`config.mk`:
```
export PLATFORM = sky130hd
export DESIGN_NAME = ascon_perm_seq
export DESIGN_NICKNAME = d
export VERILOG_FILES = /design/src/rtl/ascon_perm_seq_pkg.sv /design/src/rtl/ascon_perm_seq_sbox32.sv /design/src/rtl/ascon_perm_seq.sv
export SDC_FILE = /design/constraint.sdc
export NUM_CORES = 2
export LEC_CHECK = 0
export ABC_AREA = 1
export CAP_MARGIN = 20
export CORE_UTILIZATION = 46
export DETAILED_ROUTE_END_ITERATION = 6
export GPL_ROUTABILITY_DRIVEN = 0
export PLACE_DENSITY = 0.65
export RECOVER_POWER = 50
export SLEW_MARGIN = 25
export SYNTH_ARGS = -nofsm -noshare
export SYNTH_HDL_FRONTEND = slang
export SYNTH_SLANG_ARGS = --single-unit
```
`constraint.sdc`:
```
create_clock -name cop_clk -period 4.94 [get_ports cop_clk]
set_input_delay 0.988 -clock cop_clk [delete_from_list [all_inputs] [get_ports cop_clk]]
set_output_delay 0.988 -clock cop_clk [all_outputs]
set_load 0.05 [all_outputs]
```
`src/rtl/ascon_perm_seq_pkg.sv`:
```
// Shared definitions for the Ascon permutation sequencer: command and
// state encodings, state geometry and the round-constant formula.
package ascon_perm_seq_pkg;

  // Ten 32-bit words make up the 320-bit state (lane L: lo=2L, hi=2L+1).
  localparam int NUM_WORDS = 10;
  localparam int NUM_LANES = 5;

  // The linear layer takes one word per cycle.
  localparam int LIN_STEPS = 10;

  // Rounds are numbered so that the last round is always index 11.
  localparam logic [3:0] ROUND_TOTAL = 4'd12;
  localparam logic [3:0] LAST_ROUND  = 4'd11;

  // Round constants are XORed into the lo word of lane 2.
  localparam int ADDC_WORD = 4;

  typedef enum logic [1:0] {
    OP_WRITE = 2'b00,
    OP_READ  = 2'b01,
    OP_PERM  = 2'b10,
    OP_RSVD  = 2'b11
  } op_e;

  typedef enum logic [2:0] {
    ST_IDLE = 3'd0,
    ST_ADDC = 3'd1,
    ST_SBOX = 3'd2,
    ST_LIN  = 3'd3,
    ST_DONE = 3'd4
  } state_e;

  // Round constant for round index i: 0xf0, 0xe1, ..., 0x4b.
  function automatic logic [31:0] round_const(input logic [3:0] i);
    return {24'h0, ~i, i};
  endfunction

endpackage

```
`src/rtl/ascon_perm_seq_sbox32.sv`:
```
// Bitsliced Ascon S-box over 32 bit positions. Purely combinational;
// the sequencer uses one instance for the lo words and one for the hi words.
module ascon_sbox32
  import ascon_perm_seq_pkg::*;
(
  input  logic [31:0] x0,
  input  logic [31:0] x1,
  input  logic [31:0] x2,
  input  logic [31:0] x3,
  input  logic [31:0] x4,
  output logic [31:0] y0,
  output logic [31:0] y1,
  output logic [31:0] y2,
  output logic [31:0] y3,
  output logic [31:0] y4
);

  logic [31:0] a0, a1, a2, a3, a4;
  logic [31:0] t0, t1, t2, t3, t4;

  // Input mixing, chi-like nonlinear step, output mixing and final inversion.
  always_comb begin
    a0 = x0;
    a1 = x1;
    a2 = x2;
    a3 = x3;
    a4 = x4;

    a0 = a0 ^ a4;
    a4 = a4 ^ a3;
    a2 = a2 ^ a1;

    t0 = ~a0 & a1;
    t1 = ~a1 & a2;
    t2 = ~a2 & a3;
    t3 = ~a3 & a4;
    t4 = ~a4 & a0;

    a0 = a0 ^ t1;
    a1 = a1 ^ t2;
    a2 = a2 ^ t3;
    a3 = a3 ^ t4;
    a4 = a4 ^ t0;

    a1 = a1 ^ a0;
    a0 = a0 ^ a4;
    a3 = a3 ^ a2;
    a2 = ~a2;

    y0 = a0;
    y1 = a1;
    y2 = a2;
    y3 = a3;
    y4 = a4;
  end

endmodule

```
`src/rtl/ascon_perm_seq.sv`:
```
// Multi-cycle Ascon permutation sequencer. Owns the 320-bit state as ten
// 32-bit words and steps constant addition, S-box layer and a linear layer
// that is time-shared over an external sigma datapath one word per cycle.
module ascon_perm_seq
  import ascon_perm_seq_pkg::*;
#(
  parameter int MAX_ROUNDS = 12,
  parameter bit DONE_RSP   = 1'b1
) (
  input  logic        cop_clk,
  input  logic        cop_rst,
  input  logic        cmd_valid,
  output logic        cmd_ready,
  input  logic [1:0]  cmd_op,
  input  logic [3:0]  cmd_idx,
  input  logic [3:0]  cmd_rounds,
  input  logic [31:0] cmd_wdata,
  output logic        rsp_valid,
  output logic [31:0] rsp_rdata,
  output logic        busy,
  output logic        sig_lo,
  output logic        sig_hi,
  output logic [31:0] sig_rs1,
  output logic [31:0] sig_rs2,
  output logic [4:0]  sig_imm,
  input  logic [31:0] sig_rd
);

  localparam logic [3:0] MAX_R    = 4'(MAX_ROUNDS);
  localparam logic [3:0] IDX_LAST = 4'(NUM_WORDS - 1);
  localparam logic [3:0] LIN_LAST = 4'(LIN_STEPS - 1);

  state_e      state_reg, state_next;
  logic [3:0]  round_reg, round_next;
  logic [3:0]  step_reg, step_next;
  logic [31:0] temp_reg;
  logic [31:0] word_reg [NUM_WORDS];
  logic        rd_valid_reg;
  logic [31:0] rd_data_reg;

  op_e         op;
  logic        cmd_fire;
  logic        idx_ok;
  logic [3:0]  rounds_eff;
  logic [2:0]  lane;
  logic [3:0]  lo_idx;
  logic [3:0]  hi_idx;

  logic [31:0] lo_x [NUM_LANES];
  logic [31:0] hi_x [NUM_LANES];
  logic [31:0] lo_y [NUM_LANES];
  logic [31:0] hi_y [NUM_LANES];

  assign op         = op_e'(cmd_op);
  assign cmd_ready  = (state_reg == ST_IDLE);
  assign cmd_fire   = cmd_valid && cmd_ready;
  assign idx_ok     = (cmd_idx <= IDX_LAST);
  assign rounds_eff = (cmd_rounds > MAX_R) ? MAX_R : cmd_rounds;
  assign busy       = (state_reg != ST_IDLE);

  // In LIN, step k works on lane k>>1; even steps do lo, odd steps do hi.
  assign lane   = step_reg[3:1];
  assign lo_idx = {lane, 1'b0};
  assign hi_idx = {lane, 1'b1};

  // Read responses are registered; a PERM completion is flagged while in DONE.
  assign rsp_valid = rd_valid_reg | (DONE_RSP && (state_reg == ST_DONE));
  assign rsp_rdata = rd_data_reg;

  // Gather the lo and hi halves of each lane for the two S-box slices.
  genvar gi;
  generate
    for (gi = 0; gi < NUM_LANES; gi++) begin : g_lane
      assign lo_x[gi] = word_reg[2*gi];
      assign hi_x[gi] = word_reg[2*gi+1];
    end
  endgenerate

  ascon_sbox32 u_sbox_lo (
    .x0(lo_x[0]), .x1(lo_x[1]), .x2(lo_x[2]), .x3(lo_x[3]), .x4(lo_x[4]),
    .y0(lo_y[0]), .y1(lo_y[1]), .y2(lo_y[2]), .y3(lo_y[3]), .y4(lo_y[4])
  );

  ascon_sbox32 u_sbox_hi (
    .x0(hi_x[0]), .x1(hi_x[1]), .x2(hi_x[2]), .x3(hi_x[3]), .x4(hi_x[4]),
    .y0(hi_y[0]), .y1(hi_y[1]), .y2(hi_y[2]), .y3(hi_y[3]), .y4(hi_y[4])
  );

  // Sigma request: both lane words stay unmodified across the lo/hi pair.
  always_comb begin
    sig_lo  = 1'b0;
    sig_hi  = 1'b0;
    sig_rs1 = 32'h0;
    sig_rs2 = 32'h0;
    sig_imm = 5'h0;
    if (state_reg == ST_LIN) begin
      sig_lo  = ~step_reg[0];
      sig_hi  = step_reg[0];
      sig_rs1 = word_reg[lo_idx];
      sig_rs2 = word_reg[hi_idx];
      sig_imm = {2'b00, lane};
    end
  end

  // Next-state logic for the sequencer, round index and LIN step counter.
  always_comb begin
    state_next = state_reg;
    round_next = round_reg;
    step_next  = step_reg;
    case (state_reg)
      ST_IDLE: begin
        if (cmd_fire && (op == OP_PERM)) begin
          step_next = 4'd0;
          if (rounds_eff == 4'd0) begin
            state_next = ST_DONE;
          end else begin
            state_next = ST_ADDC;
            round_next = ROUND_TOTAL - rounds_eff;
          end
        end
      end
      ST_ADDC: state_next = ST_SBOX;
      ST_SBOX: begin
        state_next = ST_LIN;
        step_next  = 4'd0;
      end
      ST_LIN: begin
        if (step_reg == LIN_LAST) begin
          step_next = 4'd0;
          if (round_reg == LAST_ROUND) begin
            state_next = ST_DONE;
          end else begin
            state_next = ST_ADDC;
            round_next = round_reg + 4'd1;
          end
        end else begin
          step_next = step_reg + 4'd1;
        end
      end
      ST_DONE: state_next = ST_IDLE;
      default: state_next = ST_IDLE;
    endcase
  end

  // Sequencer state, round index and step counter registers.
  always_ff @(posedge cop_clk or negedge cop_rst) begin
    if (!cop_rst) begin
      state_reg <= ST_IDLE;
      round_reg <= 4'd0;
      step_reg  <= 4'd0;
    end else begin
      state_reg <= state_next;
      round_reg <= round_next;
      step_reg  <= step_next;
    end
  end

  // State words: command writes, round constant, S-box layer and the
  // deferred lo write-back that lets the hi sigma op see the old lo word.
  always_ff @(posedge cop_clk or negedge cop_rst) begin
    if (!cop_rst) begin
      for (int w = 0; w < NUM_WORDS; w++) begin
        word_reg[w] <= 32'h0;
      end
      temp_reg <= 32'h0;
    end else begin
      case (state_reg)
        ST_IDLE: begin
          if (cmd_fire && (op == OP_WRITE) && idx_ok) begin
            word_reg[cmd_idx] <= cmd_wdata;
          end
        end
        ST_ADDC: begin
          word_reg[ADDC_WORD] <= word_reg[ADDC_WORD] ^ round_const(round_reg);
        end
        ST_SBOX: begin
          for (int l = 0; l < NUM_LANES; l++) begin
            word_reg[2*l]   <= lo_y[l];
            word_reg[2*l+1] <= hi_y[l];
          end
        end
        ST_LIN: begin
          if (!step_reg[0]) begin
            temp_reg <= sig_rd;
          end else begin
            word_reg[hi_idx] <= sig_rd;
            word_reg[lo_idx] <= temp_reg;
          end
        end
        default: ;
      endcase
    end
  end

  // Registered READ response; out-of-range indices return zero.
  always_ff @(posedge cop_clk or negedge cop_rst) begin
    if (!cop_rst) begin
      rd_valid_reg <= 1'b0;
      rd_data_reg  <= 32'h0;
    end else begin
      rd_valid_reg <= cmd_fire && (op == OP_READ);
      if (cmd_fire && (op == OP_READ) && idx_ok) begin
        rd_data_reg <= word_reg[cmd_idx];
      end else begin
        rd_data_reg <= 32'h0;
      end
    end
  end

endmodule

```
==> flow_metrics.tcl <==
set metrics [dict create \
    status "finished, violations left" \
    violations "capacitance limit, slew limit" \
    ioPinCount 183 \
    crit_chain "nor2_1 -> nand2_4 -> inv_4 -> buf_4 -> nand2_1 -> a41oi_1 -> buf_12" \
    clock_sinks 396 \
    worst_path_dominant_cell_family "buffers and inverters" \
    cts_tree "built" \
    track_usage 0.406 \
    grt_pass1_wl_um 266000 \
    period_minus_slack_ns 4.56 \
    nets 6913 \
    core_um2 83700 \
    postCtsHoldBufs 0 \
    first_iter_violations 6300 \
    synth_most_common_cell "nand2_1" \
    peakVddDrop_v 0.000768 \
    avgSynthCellArea_um2 5.79 \
    drv_cap 3 \
    post-route-util 0.529 \
    yosysTopAreaCellShare 0.255 \
    period_share 0.923 \
    drt-total-wl_um 179000 \
    synthTopCellsByCount "nand2_1, nand3_1, inv_1" \
    viasPerCell 6.03 \
    dr.pass1.iters 6 \
    cp_slowest_cell "a41oi_1" \
    fp.dieW_um 293 \
    ys.flop_type "dfrtp_1" \
    ys_ff_latch 396 \
    setup-violations-final 0 \
    min-delay-path-class "reg -> reg" \
    cts_inserted_buffers 51 \
    path_class "reg -> out" \
    maxSlewViolCount 191 \
    postCtsSetupRepairBufs 0 \
    clock_latency_ns 0.63 \
    cp_max_fo 27 \
    cts.repair.resized 0 \
    cp.required_ns 3.95 \
    start_util 0.465 \
    syn_inst 6716 \
    dp_cells 7787 \
    rows 106 \
    synthTopCellsByArea "dfrtp_1, nand2_1, nand3_1, inv_1, o21ai_0" \
    ant_nets 0 \
    regArea_um2 9910 \
    reg2reg_slack_ns 0.83 \
    fillCellCount 8519 \
    holdCritStartpoint "temp_reg[31]$_DFFE_PN0P_" \
    multi_input_area_um2 24800 \
    fmax_ghz 0.219 \
    finalClockSkew_ns 0.0208 \
    crit-reg2reg-launch "state_reg[2]$_DFFE_PN0P_" \
    die_h_um 293 \
    place_hpwl_um 113000 \
    ys_async_sr_fraction 1.00 \
    clockRootBuffer "clkbuf_16" \
    cts_buffer_depth 3 \
    cp-start-kind "register" \
    remaining_drc_errors 0 \
    p_total_mw 35.8 \
    relSlewSlack -0.793 \
    synth_top_area_cell "dfrtp_1" \
    via_count 47500 \
    synth_edf_count 0 \
    leakage_nw 22.9 \
    whs_ns 0.509 \
    setup_tns_ns 0 \
    critPathBufInv 3 \
    grt_max_degree 166 \
    stdcell_count 7878 \
    rsz0062_at_grt "no" \
    syn_to_final_growth_pct 13.8 \
    yosysWarnings 0 \
    layout-drive-gt1-share 0.0515 \
    netlist_area_um2 38900 \
    routedWlPerCell_um 22.7 \
    overflow 0 \
    tightest_slew_ns 2.69 \
    hold_viol 0 \
    htreeDepth 2 \
    worst_path_largest_cell_delay_ns 0.74 \
    crit_start "step_reg[3]$_DFFE_PN0P_" \
    crit_arrival_ns 3.57 \
    cts.clk_slew.worst_paths_ns 0.06 \
    crit_path_end_kind "output pin" \
    antenna_found_initial 6 \
    die_area_um2 85700 \
    synth-seq-area-share 0.255 \
    ys_types 45 \
    power.density_nw_per_um2 810 \
    grt_pass1_vias 42400 \
    port_buffers 180 \
]
-- routing by layer --
metal  global-route usage  wire (um)  share of wire
met1                0.547      69400           0.39
met5                    0         32        0.00018
met2                0.587      71800           0.40
met4                0.209      10700          0.060
met3                0.118      26700           0.15
-- kinds of logic after synthesis --
family / synth area share
compound gates: 0.166
simple gates: 0.409
xor+xnor: 0.0151
other cells: 0.0000964
buf+inv: 0.113
fa+ha+maj: 0.0418
flops: 0.255
-- area by class of cell --
| cell class | instances | share of cell area |
|---|---|---|
| repair buffers | 297 | 0.0819 |
| multi-input cells | 5199 | 0.561 |
| well taps | 1134 | 0.0321 |
| clock inverters | 9 | 0.00158 |
| inverters | 761 | 0.0648 |
| flip-flops and latches | 396 | 0.224 |
| diodes | 4 | 0.000226 |
| clock buffers | 78 | 0.0346 |
-- worst paths after layout --
| kind | to | cells after the start |
|---|---|---|
| max | sig_rs2[6] | 7 |
| min | temp_reg[31]$_DFFE_PN0P_ | 2 |
| max reg2reg | register | 9 |
| min reg2reg | temp_reg[31]$_DFFE_PN0P_ | 2 |
| max in group asynchronous | state_reg[1]$_DFFE_PN0P_ | 2 |
| min in group asynchronous | asynchronous set/reset pin | 1 |
-- cell usage in the layout (no fill, tap or decap), types with 4 or more instances in the layout --
| cell | netlist | final |
|---|---|---|
| dfrtp_1 | 396 | 396 |
| dlygate4sd3_1 | 0 | 5 |
| o211ai_1 | 22 | 22 |
| nor2_1 | 266 | 258 |
| nor3_1 | 14 | 14 |
| buf_12 | 0 | 91 |
| a22oi_1 | 34 | 34 |
| xnor2_1 | 31 | 31 |
| clkinv_2 | 0 | 9 |
| ha_1 | 130 | 130 |
| a21boi_0 | 13 | 13 |
| inv_2 | 11 | 12 |
| nand3b_1 | 27 | 27 |
| a41oi_1 | 30 | 30 |
| buf_4 | 10 | 91 |
| nand2b_1 | 4 | 4 |
| nand2_4 | 1 | 9 |
| inv_1 | 749 | 744 |
| a31oi_1 | 6 | 6 |
| nand2_1 | 2591 | 2582 |
| clkbuf_8 | 0 | 11 |
| o21a_1 | 29 | 29 |
| nand4_1 | 90 | 90 |
| nand2_2 | 4 | 5 |
| nor2_2 | 30 | 25 |
| diode_2 | 0 | 4 |
| inv_4 | 0 | 4 |
| nor2_4 | 7 | 20 |
| o21ai_1 | 19 | 19 |
| xor2_1 | 36 | 36 |
| clkdlybuf4s50_1 | 0 | 103 |
| nand3_1 | 789 | 789 |
| clkbuf_16 | 0 | 53 |
| a21oi_1 | 352 | 351 |
| clkbuf_1 | 231 | 16 |
| o22ai_1 | 178 | 178 |
| o21ai_0 | 481 | 481 |
-- power breakdown --
group / internal [mW] / total [mW] / leakage, nW / switching, mW
Sequential: 4.56 / 6.66 / 5.07 / 2.11
Clock: 2.16 / 3.76 / 0.794 / 1.60
Combinational: 7.97 / 25.4 / 17.0 / 17.4
Total: 14.7 / 35.8 / 22.9 / 21.2
-- worst reg2reg max path, delay by kind of cell (launching register included) --
kind | cells | cell delay (ns)
flops | 1 | 0.47
buf+inv | 2 | 0.75
simple gates | 7 | 2.79
-- through the flow --
step / cell area (um2) / setup slack [ns]
after global placement: 42700 / 0.862
after CTS: 44300 / 0.482
final: 44200 / 0.379
after floorplan: 38900 / 1.63
after global routing: 44200 / 0.381
after detailed placement: 42700 / 0.799
No activity file was read; power rests on OpenSTA's default activity.
